**src/rtl/aer_rx_ctrl.sv**
```systemverilog
// Receive-side AER handshake controller: REQ sync, settle wait, address capture, 4-phase ACK, FWFT event FIFO.
// Optional `AER_TIMESTAMP_EN adds a free-running 32-bit timestamp stored with each event (port ev_ts).
module aer_rx_ctrl #(
  parameter int unsigned AER_W          = 10,
  parameter int unsigned SETTLE_CYC     = 3,
  parameter int unsigned TIMEOUT_CYC    = 1024,
  parameter int unsigned FIFO_DEPTH     = 4,
  parameter bit          REQ_ACTIVE_LOW = 1'b1,
  parameter bit          ACK_ACTIVE_LOW = 1'b0
) (
  input  logic                              clk,
  input  logic                              rst_n,
  input  logic                              aer_req,
  input  logic [AER_W-1:0]                  aer_data,
  output logic                              aer_ack,
  output logic                              ev_valid,
  input  logic                              ev_ready,
  output logic [AER_W-1:0]                  ev_data,
`ifdef AER_TIMESTAMP_EN
  output logic [31:0]                       ev_ts,
`endif
  output logic [$clog2(FIFO_DEPTH):0]       fifo_level,
  output logic                              timeout_err,
  input  logic                              clr_err
);

  localparam int unsigned PTR_W = $clog2(FIFO_DEPTH);
  localparam int unsigned LVL_W = PTR_W + 1;
  localparam int unsigned TO_W  = $clog2(TIMEOUT_CYC);
  localparam int unsigned ST_W  = 4;
`ifdef AER_TIMESTAMP_EN
  localparam int unsigned ENT_W = AER_W + 32;
`else
  localparam int unsigned ENT_W = AER_W;
`endif

  typedef enum logic [1:0] {
    S_IDLE   = 2'd0,
    S_SETTLE = 2'd1,
    S_ACK    = 2'd2,
    S_ERR    = 2'd3
  } state_t;

  state_t             r_state, w_state_nxt;
  logic               r_req_meta, r_req_sync;
  logic               w_req_s;
  logic [ST_W-1:0]    r_settle_cnt;
  logic [TO_W-1:0]    r_to_cnt;
  logic               r_aer_ack;
  logic               r_timeout_err;
  logic               w_capture, w_to_fire;

  logic [ENT_W-1:0]   r_mem [FIFO_DEPTH];
  logic [PTR_W-1:0]   r_wr_ptr, r_rd_ptr, w_wr_nxt, w_rd_nxt;
  logic [LVL_W-1:0]   r_level, w_level_nxt;
  logic               r_ev_valid;
  logic [ENT_W-1:0]   r_head, w_head_nxt, w_din;
  logic               w_push, w_pop, w_full;

  // Two-flop synchroniser; idles at the deasserted REQ level
  always_ff @(posedge clk or negedge rst_n) begin
    if (!rst_n) begin
      r_req_meta <= REQ_ACTIVE_LOW;
      r_req_sync <= REQ_ACTIVE_LOW;
    end else begin
      r_req_meta <= aer_req;
      r_req_sync <= r_req_meta;
    end
  end

  assign w_req_s = r_req_sync ^ REQ_ACTIVE_LOW;
  assign w_full  = (r_level == LVL_W'(FIFO_DEPTH));

  always_ff @(posedge clk or negedge rst_n) begin
    if (!rst_n) r_state <= S_IDLE;
    else        r_state <= w_state_nxt;
  end

  always_comb begin
    w_state_nxt = r_state;
    w_capture   = 1'b0;
    w_to_fire   = 1'b0;
    case (r_state)
      S_IDLE:   if (w_req_s && !w_full) w_state_nxt = S_SETTLE;
      S_SETTLE: begin
        if (r_settle_cnt == '0) begin
          w_state_nxt = S_ACK;
          w_capture   = 1'b1;
        end
      end
      S_ACK: begin
        if (!w_req_s) begin
          w_state_nxt = S_IDLE;
        end else if (r_to_cnt == TO_W'(TIMEOUT_CYC - 1)) begin
          w_state_nxt = S_ERR;
          w_to_fire   = 1'b1;
        end
      end
      S_ERR:    if (!w_req_s) w_state_nxt = S_IDLE;
      default:  w_state_nxt = S_IDLE;
    endcase
  end

  // Settle / timeout counters, ACK output and sticky error
  always_ff @(posedge clk or negedge rst_n) begin
    if (!rst_n) begin
      r_settle_cnt  <= '0;
      r_to_cnt      <= '0;
      r_aer_ack     <= ACK_ACTIVE_LOW;
      r_timeout_err <= 1'b0;
    end else begin
      if (r_state == S_IDLE && w_state_nxt == S_SETTLE)
        r_settle_cnt <= ST_W'(SETTLE_CYC - 1);
      else if (r_state == S_SETTLE && r_settle_cnt != '0)
        r_settle_cnt <= r_settle_cnt - ST_W'(1);

      if (w_capture)
        r_to_cnt <= '0;
      else if (r_state == S_ACK && w_state_nxt == S_ACK)
        r_to_cnt <= r_to_cnt + TO_W'(1);

      r_aer_ack <= (w_state_nxt == S_ACK) ^ ACK_ACTIVE_LOW;

      if (w_to_fire)    r_timeout_err <= 1'b1;
      else if (clr_err) r_timeout_err <= 1'b0;
    end
  end

`ifdef AER_TIMESTAMP_EN
  logic [31:0] r_ts_cnt;

  always_ff @(posedge clk or negedge rst_n) begin
    if (!rst_n) r_ts_cnt <= '0;
    else        r_ts_cnt <= r_ts_cnt + 32'd1;
  end

  assign w_din = {r_ts_cnt, aer_data};
  assign ev_ts = r_head[ENT_W-1 -: 32];
`else
  assign w_din = aer_data;
`endif

  assign w_push   = w_capture;
  assign w_pop    = r_ev_valid & ev_ready;
  assign w_wr_nxt = w_push ? r_wr_ptr + PTR_W'(1) : r_wr_ptr;
  assign w_rd_nxt = w_pop  ? r_rd_ptr + PTR_W'(1) : r_rd_ptr;

  always_comb begin
    w_level_nxt = r_level;
    if (w_push && !w_pop)      w_level_nxt = r_level + LVL_W'(1);
    else if (!w_push && w_pop) w_level_nxt = r_level - LVL_W'(1);
  end

  // Next head bypasses the array when the new entry lands at the next read slot
  assign w_head_nxt = (w_push && r_wr_ptr == w_rd_nxt) ? w_din : r_mem[w_rd_nxt];

  always_ff @(posedge clk) begin
    if (w_push) r_mem[r_wr_ptr] <= w_din;
  end

  always_ff @(posedge clk or negedge rst_n) begin
    if (!rst_n) begin
      r_wr_ptr   <= '0;
      r_rd_ptr   <= '0;
      r_level    <= '0;
      r_ev_valid <= 1'b0;
      r_head     <= '0;
    end else begin
      r_wr_ptr   <= w_wr_nxt;
      r_rd_ptr   <= w_rd_nxt;
      r_level    <= w_level_nxt;
      r_ev_valid <= (w_level_nxt != '0);
      if (w_level_nxt != '0) r_head <= w_head_nxt;
    end
  end

  assign aer_ack     = r_aer_ack;
  assign ev_valid    = r_ev_valid;
  assign ev_data     = r_head[AER_W-1:0];
  assign fifo_level  = r_level;
  assign timeout_err = r_timeout_err;

endmodule

```
**config.mk**
```make
export PLATFORM = sky130hd
export DESIGN_NAME = aer_rx_ctrl
export DESIGN_NICKNAME = d
export VERILOG_FILES = /design/src/rtl/aer_rx_ctrl.sv
export SDC_FILE = /design/constraint.sdc
export NUM_CORES = 1
export LEC_CHECK = 0
export CORE_MARGIN = 3
export CORE_UTILIZATION = 58
export CTS_CLUSTER_SIZE = 12
export DETAILED_ROUTE_END_ITERATION = 8
export PLACE_DENSITY = 0.8
export SLEW_MARGIN = 40
export SYNTH_ARGS = -nofsm -noshare
export SYNTH_HDL_FRONTEND = slang
export SYNTH_SLANG_ARGS = --single-unit
```
**constraint.sdc**
```tcl
create_clock -name clk -period 2.8 [get_ports clk]
set_input_delay 0.56 -clock clk [delete_from_list [all_inputs] [get_ports clk]]
set_output_delay 0.56 -clock clk [all_outputs]
set_load 0.1 [all_outputs]
```
==> metrics.csv, run 1 <==
stage,metric,value,unit
global_route,grt_overflow_total,0,
floorplanning,floorplan.io_pins,31,
global_route,antenna_found_initial,0,
logic_synthesis,ys_ff_latch,78,
cts,clk_transition_reported_paths,0.09,ns
power_and_ir_drop,share_comb_of_total_power,50.5,%
place,gpl.final_weighted_congestion,0.7506,
timing,final_min_period_over_clock_period,84.97,%
global_route,vias_in_the_first_global_route,2398,
cts,cts_max_level,3,
power_and_ir_drop,leakage,1.827,nW
cts,post-cts-setup-buffer-count,0,
logic_synthesis,syn-cell-area,3884,um2
floorplanning,die_x,87.83,um
drt,residual_drc_count,0,
drt,drt_iter0_markers,111,
cts,clk-insertion-delay-late,0.35,ns
final_layout,layout.nets,351,
setup_path,criticalPathCategory,in2reg,
floorplanning,fp.coreArea,6422,um2
timing,maxSlewViolCount,0,
flow_run,drv_cap,0,
final_layout,diodes,0,
floorplanning,die_area,7714,um2
floorplanning,placement_rows,29,
timing,final.setup_skew,0.01831,ns
place,io_buffer_count,30,
setup_path,critical_path.endpoint_type,flop,
worst_hold_path,worst_hold_path_type,in2async,
logic_synthesis,yosys.area.top_type,sky130_fd_sc_hd__edfxtp_1,
timing,worst_hold_slack,0.1615,ns
status,outcome,"complete, no violations",
logic_synthesis,synth_most_common_cell,sky130_fd_sc_hd__mux2i_1,
cts,number_of_sinks_handled_by_clock_tree_synthesis,78,
timing,finalSetupViolCount,0,
final_layout,fillCellCount,453,
logic_synthesis,ys_async_rst_share,48.72,%
cts,cts_resized,0,
drt,wl_per_cell,16.81,um
timing,finalCriticalPeriod,2.379,ns
final_layout,layout-drive-gt1-share,22.29,%
timing,grt_setup_unrepaired,no,
logic_synthesis,ys_warn_count,0,
timing,max-slew-margin-rel,64.86,%
logic_synthesis,synth.net_count,315,
setup_path,crit_fanout,11,
cts,tritoncts,built,
logic_synthesis,syn_inst,291,
timing,tightestPinTransition,0.5215,ns
cts,postCtsHoldBufs,0,
timing,fmax_achieved,420.3,MHz
cts,clock_tree.root_cell,sky130_fd_sc_hd__clkbuf_8,
power_and_ir_drop,netSwitchingFraction,42.88,%
logic_synthesis,synth.lib_cells_used.distinct,47,
power_and_ir_drop,seq_power_share,32.9,%
cts,numCtsBuffers,9,
logic_synthesis,synth_top_cells_by_count,"sky130_fd_sc_hd__mux2i_1, sky130_fd_sc_hd__edfxtp_1, sky130_fd_sc_hd__dfrtp_1",
place,pre_cts_slack,0.06717,ns
global_route,first_pass_grt_wire_length,11490,um
power_and_ir_drop,powerDensity,1165,nW/um2
power_and_ir_drop,total_switching_power,2.219,mW
power_and_ir_drop,internal-power,2.956,mW
cts,cts_max_path_buffers,2,
floorplanning,floorplan.initialDensity,60.47,%
timing,finalHoldViolCount,0,
setup_path,critical_path_arrival,2.60,ns
power_and_ir_drop,irDropWorstVdd,0.5630,mV
timing,post-route-worst-setup-slack,0.4210,ns
timing,totalNegativeSetupSlack,0,ns
logic_synthesis,ys_top_cells_by_area,"sky130_fd_sc_hd__edfxtp_1, sky130_fd_sc_hd__dfrtp_1, sky130_fd_sc_hd__mux2i_1",
drt,totalWireLength,6875,um
floorplanning,fp.dieH,87.83,um
drt,antenna_violating_nets_post_route,0,
drt,dr.pass1.iters,4,
power_and_ir_drop,clkPwrFrac,16.6,%
drt,detailroute.via_count,2337,
drt,avgViaCountPerCell,5.714,
setup_path,required,3.02,ns
logic_synthesis,synth_seq_area_share,55.48,%
global_route,grt_util_all_layers,19.89,%
place,place_hpwl,4589,um
global_route,maximum_number_of_pins_on_one_net_before_global_route_repair,39,
setup_path,worst_setup_path_start_kind,primary input,
logic_synthesis,postSynthAreaPerCell,13.35,um2
logic_synthesis,synth.top_cell.area_share,30.93,%
final_layout,synthToLayoutAreaGrowth,14.34,%
logic_synthesis,number_of_synthesized_flops_with_an_enable_pin,40,
logic_synthesis,synth_top_flop_cell,sky130_fd_sc_hd__edfxtp_1,
power by group through the flow:
stage          logic, mW  clock network (mW)  registers, mW
6_report            2.61               0.857           1.70
5_1_grt             2.82               0.922           1.74
4_1_cts             2.64               0.869           1.71
3_5_place_dp        2.63                   0           1.73
3_3_place_gp        2.57                   0           1.72
2_1_floorplan       1.43                   0           2.42
per-layer routing:
layer	up-vias	global-route usage, %	part of all wire [%]	wire length, um
li1	1131	-	-	-
met2	49	33.49	49	3352
met3	10	3.104	3.5	238
met4	0	8.089	1.5	106
met1	1147	25.85	46	3178
met5	-	0	0	0
critical path, cell delays in order:
cell                              delay [ns]
sky130_fd_sc_hd__clkdlybuf4s50_1        0.53
sky130_fd_sc_hd__nand2_1                0.13
sky130_fd_sc_hd__a21oi_1                0.27
sky130_fd_sc_hd__nor2_1                 0.07
sky130_fd_sc_hd__o32ai_1                0.36
sky130_fd_sc_hd__a31o_4                 0.30
sky130_fd_sc_hd__mux2_2                 0.37
cells by family (layout without fill, tap and decap cells):
group	Yosys count	count (layout)	share of synthesized area (%)
simple gates	70	70	9.505
flops	78	78	55.48
xor+xnor	15	15	3.383
buf+inv	23	64	2.803
fa+ha+maj	9	9	2.900
mux	61	61	20.14
compound gates	35	35	5.799
final timing paths:
kind	cells after the start	startpoint	slack (ns)	endpoint
setup / recovery	7	ev_ready	0.42	ev_data[7]
hold / removal	1	rst_n	0.16	ev_data[6]
setup reg to reg	8	r_settle_cnt[0]	0.45	ev_data[7]
hold reg to reg	0	r_req_meta	0.36	r_req_sync
max in group asynchronous	1	rst_n	2.25	r_rd_ptr[0]
min in group clk	0	r_req_meta	0.36	r_req_sync
final cells by class:
type	instances	area [um2]	area share [%]
repair buffers	38	317.8	7.157
well taps	77	96.34	2.170
clock inverters	2	12.51	0.2818
clock buffers	14	195.2	4.396
flip-flops and latches	78	2156	48.55
multi-input cells	190	1625	36.60
inverters	10	37.54	0.8453
flip-flops by register name, summed over array words and instances, names as in the netlist:
name and count:
r_req_sync 1, r_mem 40, r_wr_ptr 2, fifo_level 3, ev_valid 1, r_rd_ptr 2, r_state 2, ev_data 10
timeout_err 1, aer_ack 1, r_to_cnt 10, r_req_meta 1, r_settle_cnt 4
through the flow:
step           std cells  instance area [um2]  total power [mW]  utilization (%)
2_1_floorplan        291                 3884             3.848                -
3_3_place_gp         393                 4230             4.294            65.87
3_5_place_dp         393                 4233             4.361            65.91
4_1_cts              409                 4441             5.209            69.14
5_1_grt              409                 4441             5.485            69.14
6_report             409                 4441             5.174            69.14
layout by cell type, fill, tap and decap left out, types with 4 or more instances in the layout:
cell and count:
sky130_fd_sc_hd__o21ai_0 18, sky130_fd_sc_hd__nor2_1 23, sky130_fd_sc_hd__nand3_1 6, sky130_fd_sc_hd__clkdlybuf4s50_1 13, sky130_fd_sc_hd__mux4_2 10, sky130_fd_sc_hd__a21oi_1 5
sky130_fd_sc_hd__buf_4 25, sky130_fd_sc_hd__ha_1 9, sky130_fd_sc_hd__clkbuf_8 10, sky130_fd_sc_hd__xnor2_1 11, sky130_fd_sc_hd__nand2_1 19, sky130_fd_sc_hd__and3_2 4
sky130_fd_sc_hd__mux2i_1 41, sky130_fd_sc_hd__edfxtp_1 40, sky130_fd_sc_hd__dfrtp_1 35, sky130_fd_sc_hd__mux2_4 9, sky130_fd_sc_hd__xor2_1 4, sky130_fd_sc_hd__inv_1 10
(Power assumes the default switching activity.)
==> run 2: changes to the inputs <==
clock period = 2.2 ns   (was 2.8 ns; I/O delays follow)
==> metrics.csv, run 2 (same netlist as run 1, synthesis figures left out) <==
stage,metric,value,unit,change
cts,cts_max_path_buffers,2,,unchanged
final_layout,layout.nets,373,,+6.3%
final_layout,multi_input_gate_area_in_the_final_layout,1705,um2,+4.9%
global_route,grt_util_all_layers,19.58,%,-0.31 points
timing,final.setup_skew,0.01123,ns,-0.007081 ns
global_route,grt_overflow_total,0,,unchanged
timing,tightestPinTransition,0.5619,ns,+0.04039 ns
cts,number_of_sinks_handled_by_clock_tree_synthesis,78,,unchanged
place,io_buffer_count,30,,unchanged
final_layout,synthToLayoutAreaGrowth,19.78,%,
power_and_ir_drop,share_comb_of_total_power,55.3,%,+4.8 points
setup_path,crit_fanout,6,,-5
timing,max-slew-margin-rel,62.14,%,-2.7 points
cts,tritoncts,built,,
timing,fmax_achieved,450.3,MHz,
floorplanning,die_area,7714,um2,unchanged
floorplanning,die_x,87.83,um,unchanged
setup_path,required,2.42,ns,-0.60 ns
power_and_ir_drop,total_switching_power,3.036,mW,+37%
drt,drt_iter0_markers,119,,+7.2%
timing,post-route-worst-setup-slack,-0.02065,ns,-0.4416 ns
timing,finalSetupViolCount,6,,+6
final_layout,final_cell_mix,"sky130_fd_sc_hd__mux2i_1, sky130_fd_sc_hd__edfxtp_1, sky130_fd_sc_hd__buf_4",,
cts,cts_max_level,3,,unchanged
global_route,antenna_found_initial,0,,unchanged
drt,detailroute.via_count,2519,,+7.8%
status,outcome,"finished, violations left",,
power_and_ir_drop,powerDensity,1492,nW/um2,+28%
drt,dr.pass1.iters,4,,unchanged
floorplanning,fp.coreArea,6422,um2,unchanged
power_and_ir_drop,internal-power,3.904,mW,+32%
drt,residual_drc_count,0,,unchanged
setup_path,critical_path.endpoint_type,flop,,
drt,totalWireLength,7465,um,+8.6%
floorplanning,fp.dieH,87.83,um,unchanged
cts,clock_tree.root_cell,sky130_fd_sc_hd__clkbuf_8,,
setup_path,critical_path_arrival,2.44,ns,-0.16 ns
timing,final_min_period_over_clock_period,100.9,%,
global_route,vias_in_the_first_global_route,2399,,+0.042%
timing,finalCriticalPeriod,2.221,ns,
timing,maxSlewViolCount,0,,unchanged
final_layout,layout.cell_area.non_filler,4652,um2,+4.8%
flow_run,drv_cap,0,,unchanged
worst_hold_path,worst_hold_path_type,in2async,,
floorplanning,floorplan.io_pins,31,,unchanged
final_layout,register_area,2165,um2,+0.41%
final_layout,reg_with_most_ffs,r_mem,,
power_and_ir_drop,netSwitchingFraction,43.75,%,+0.87 points
timing,grt_setup_unrepaired,yes,,
status,violations,negative setup slack,,
final_layout,diodes,0,,unchanged
drt,antenna_violating_nets_post_route,0,,unchanged
place,place_hpwl,4604,um,+0.32%
drt,wl_per_cell,17.32,um,+3.0%
floorplanning,floorplan.initialDensity,60.47,%,unchanged
power_and_ir_drop,totalPowerFinal,6.939,mW,+34%
final_layout,flip_flop_count_of_the_largest_register_all_copies_and_words_added,40,,unchanged
place,gpl.final_weighted_congestion,0.7930,,+5.6%
drt,avgViaCountPerCell,5.845,,+2.3%
final_layout,fillCellCount,400,,-12%
final_layout,mostFrequentLayoutCell,sky130_fd_sc_hd__mux2i_1,,
cts,postCtsHoldBufs,0,,unchanged
setup_path,criticalPathCategory,reg2reg,,
power_and_ir_drop,seq_power_share,31.4,%,-1.5 points
cts,numCtsBuffers,9,,unchanged
power_and_ir_drop,leakage,1.926,nW,+5.5%
timing,finalHoldViolCount,0,,unchanged
cts,clk-insertion-delay-late,0.34,ns,about the same
setup_path,worst_setup_path_start_kind,flop,,
place,placement.cell_area,4329,um2,+2.3%
global_route,first_pass_grt_wire_length,11350,um,-1.2%
final_layout,layout-drive-gt1-share,30.51,%,+8.2 points
power_and_ir_drop,irDropWorstVdd,0.7787,mV,+38%
cts,clk_transition_reported_paths,0.08,ns,about the same
power_and_ir_drop,clkPwrFrac,13.4,%,-3.2 points
floorplanning,placement_rows,29,,unchanged
global_route,maximum_number_of_pins_on_one_net_before_global_route_repair,25,,-36%
run 2: final cells by class:
class	instances	share of cell area, %
clock inverter	6	0.5917
timing repair buffer	59	10.38
sequential	78	46.53
multi-input combinational	191	36.66
clock buffer	10	2.959
tap	77	2.071
inverter	10	0.8069
run 2: metal layers:
metal	global-route usage, %	vias up	wire length [um]
met5	0	-	0
met4	6.555	0	102
met3	3.481	11	346
met2	32.26	70	3635
met1	26.42	1251	3381
li1	-	1187	-
run 2: worst paths after layout:
kind	from	cells past startpoint	to	slack, ns
hold / removal	rst_n	1	ev_data[9]	0.05
hold reg to reg	r_req_meta	0	r_req_sync	0.36
setup / recovery	r_settle_cnt[1]	9	ev_data[8]	-0.02
min in group clk	r_req_meta	0	r_req_sync	0.36
setup reg to reg	r_settle_cnt[1]	9	ev_data[8]	-0.02
max in group asynchronous	rst_n	2	r_req_sync	1.45
run 2: stage by stage:
stage                     worst slack, ns  util, %  instances  setup TNS, ns  hold slack (ns)
after floorplan                  0.005826        -        291              0           0.1444
after global placement            -0.1839    67.41        405         -1.491           0.3474
after detailed placement          -0.2648    67.41        405         -2.237           0.3498
after CTS                        -0.02256    70.23        422       -0.08237          0.05953
after global routing             -0.07915    72.43        431        -0.7037          0.07327
final                            -0.02065    72.43        431       -0.06061          0.05384
run 2: timing repair:
item                       CTS  global route
setup buffers                0             7
gates resized for setup      2            23
pin swaps                    1             8
cloned                       1             2
setup endpoints to repair   10            10
run 2: critical path: stages, from the launching register on:
cell                      delay, ns
sky130_fd_sc_hd__dfrtp_1       0.41
sky130_fd_sc_hd__inv_2         0.08
sky130_fd_sc_hd__ha_4          0.13
sky130_fd_sc_hd__nor3b_4       0.20
sky130_fd_sc_hd__buf_6         0.13
sky130_fd_sc_hd__and3_4        0.20
sky130_fd_sc_hd__nor2b_1       0.19
sky130_fd_sc_hd__o21ai_2       0.11
sky130_fd_sc_hd__a31o_4        0.31
sky130_fd_sc_hd__mux2_4        0.31
run 2: power groups by stage:
| stage | clock network, mW | logic [mW] | registers [mW] |
|---|---|---|---|
| after floorplan | 0 | 1.81 | 3.10 |
| after global placement | 0 | 3.39 | 2.18 |
| after detailed placement | 0 | 3.47 | 2.18 |
| after CTS | 0.943 | 3.54 | 2.16 |
| after global routing | 1.00 | 4.07 | 2.22 |
| final | 0.927 | 3.83 | 2.18 |
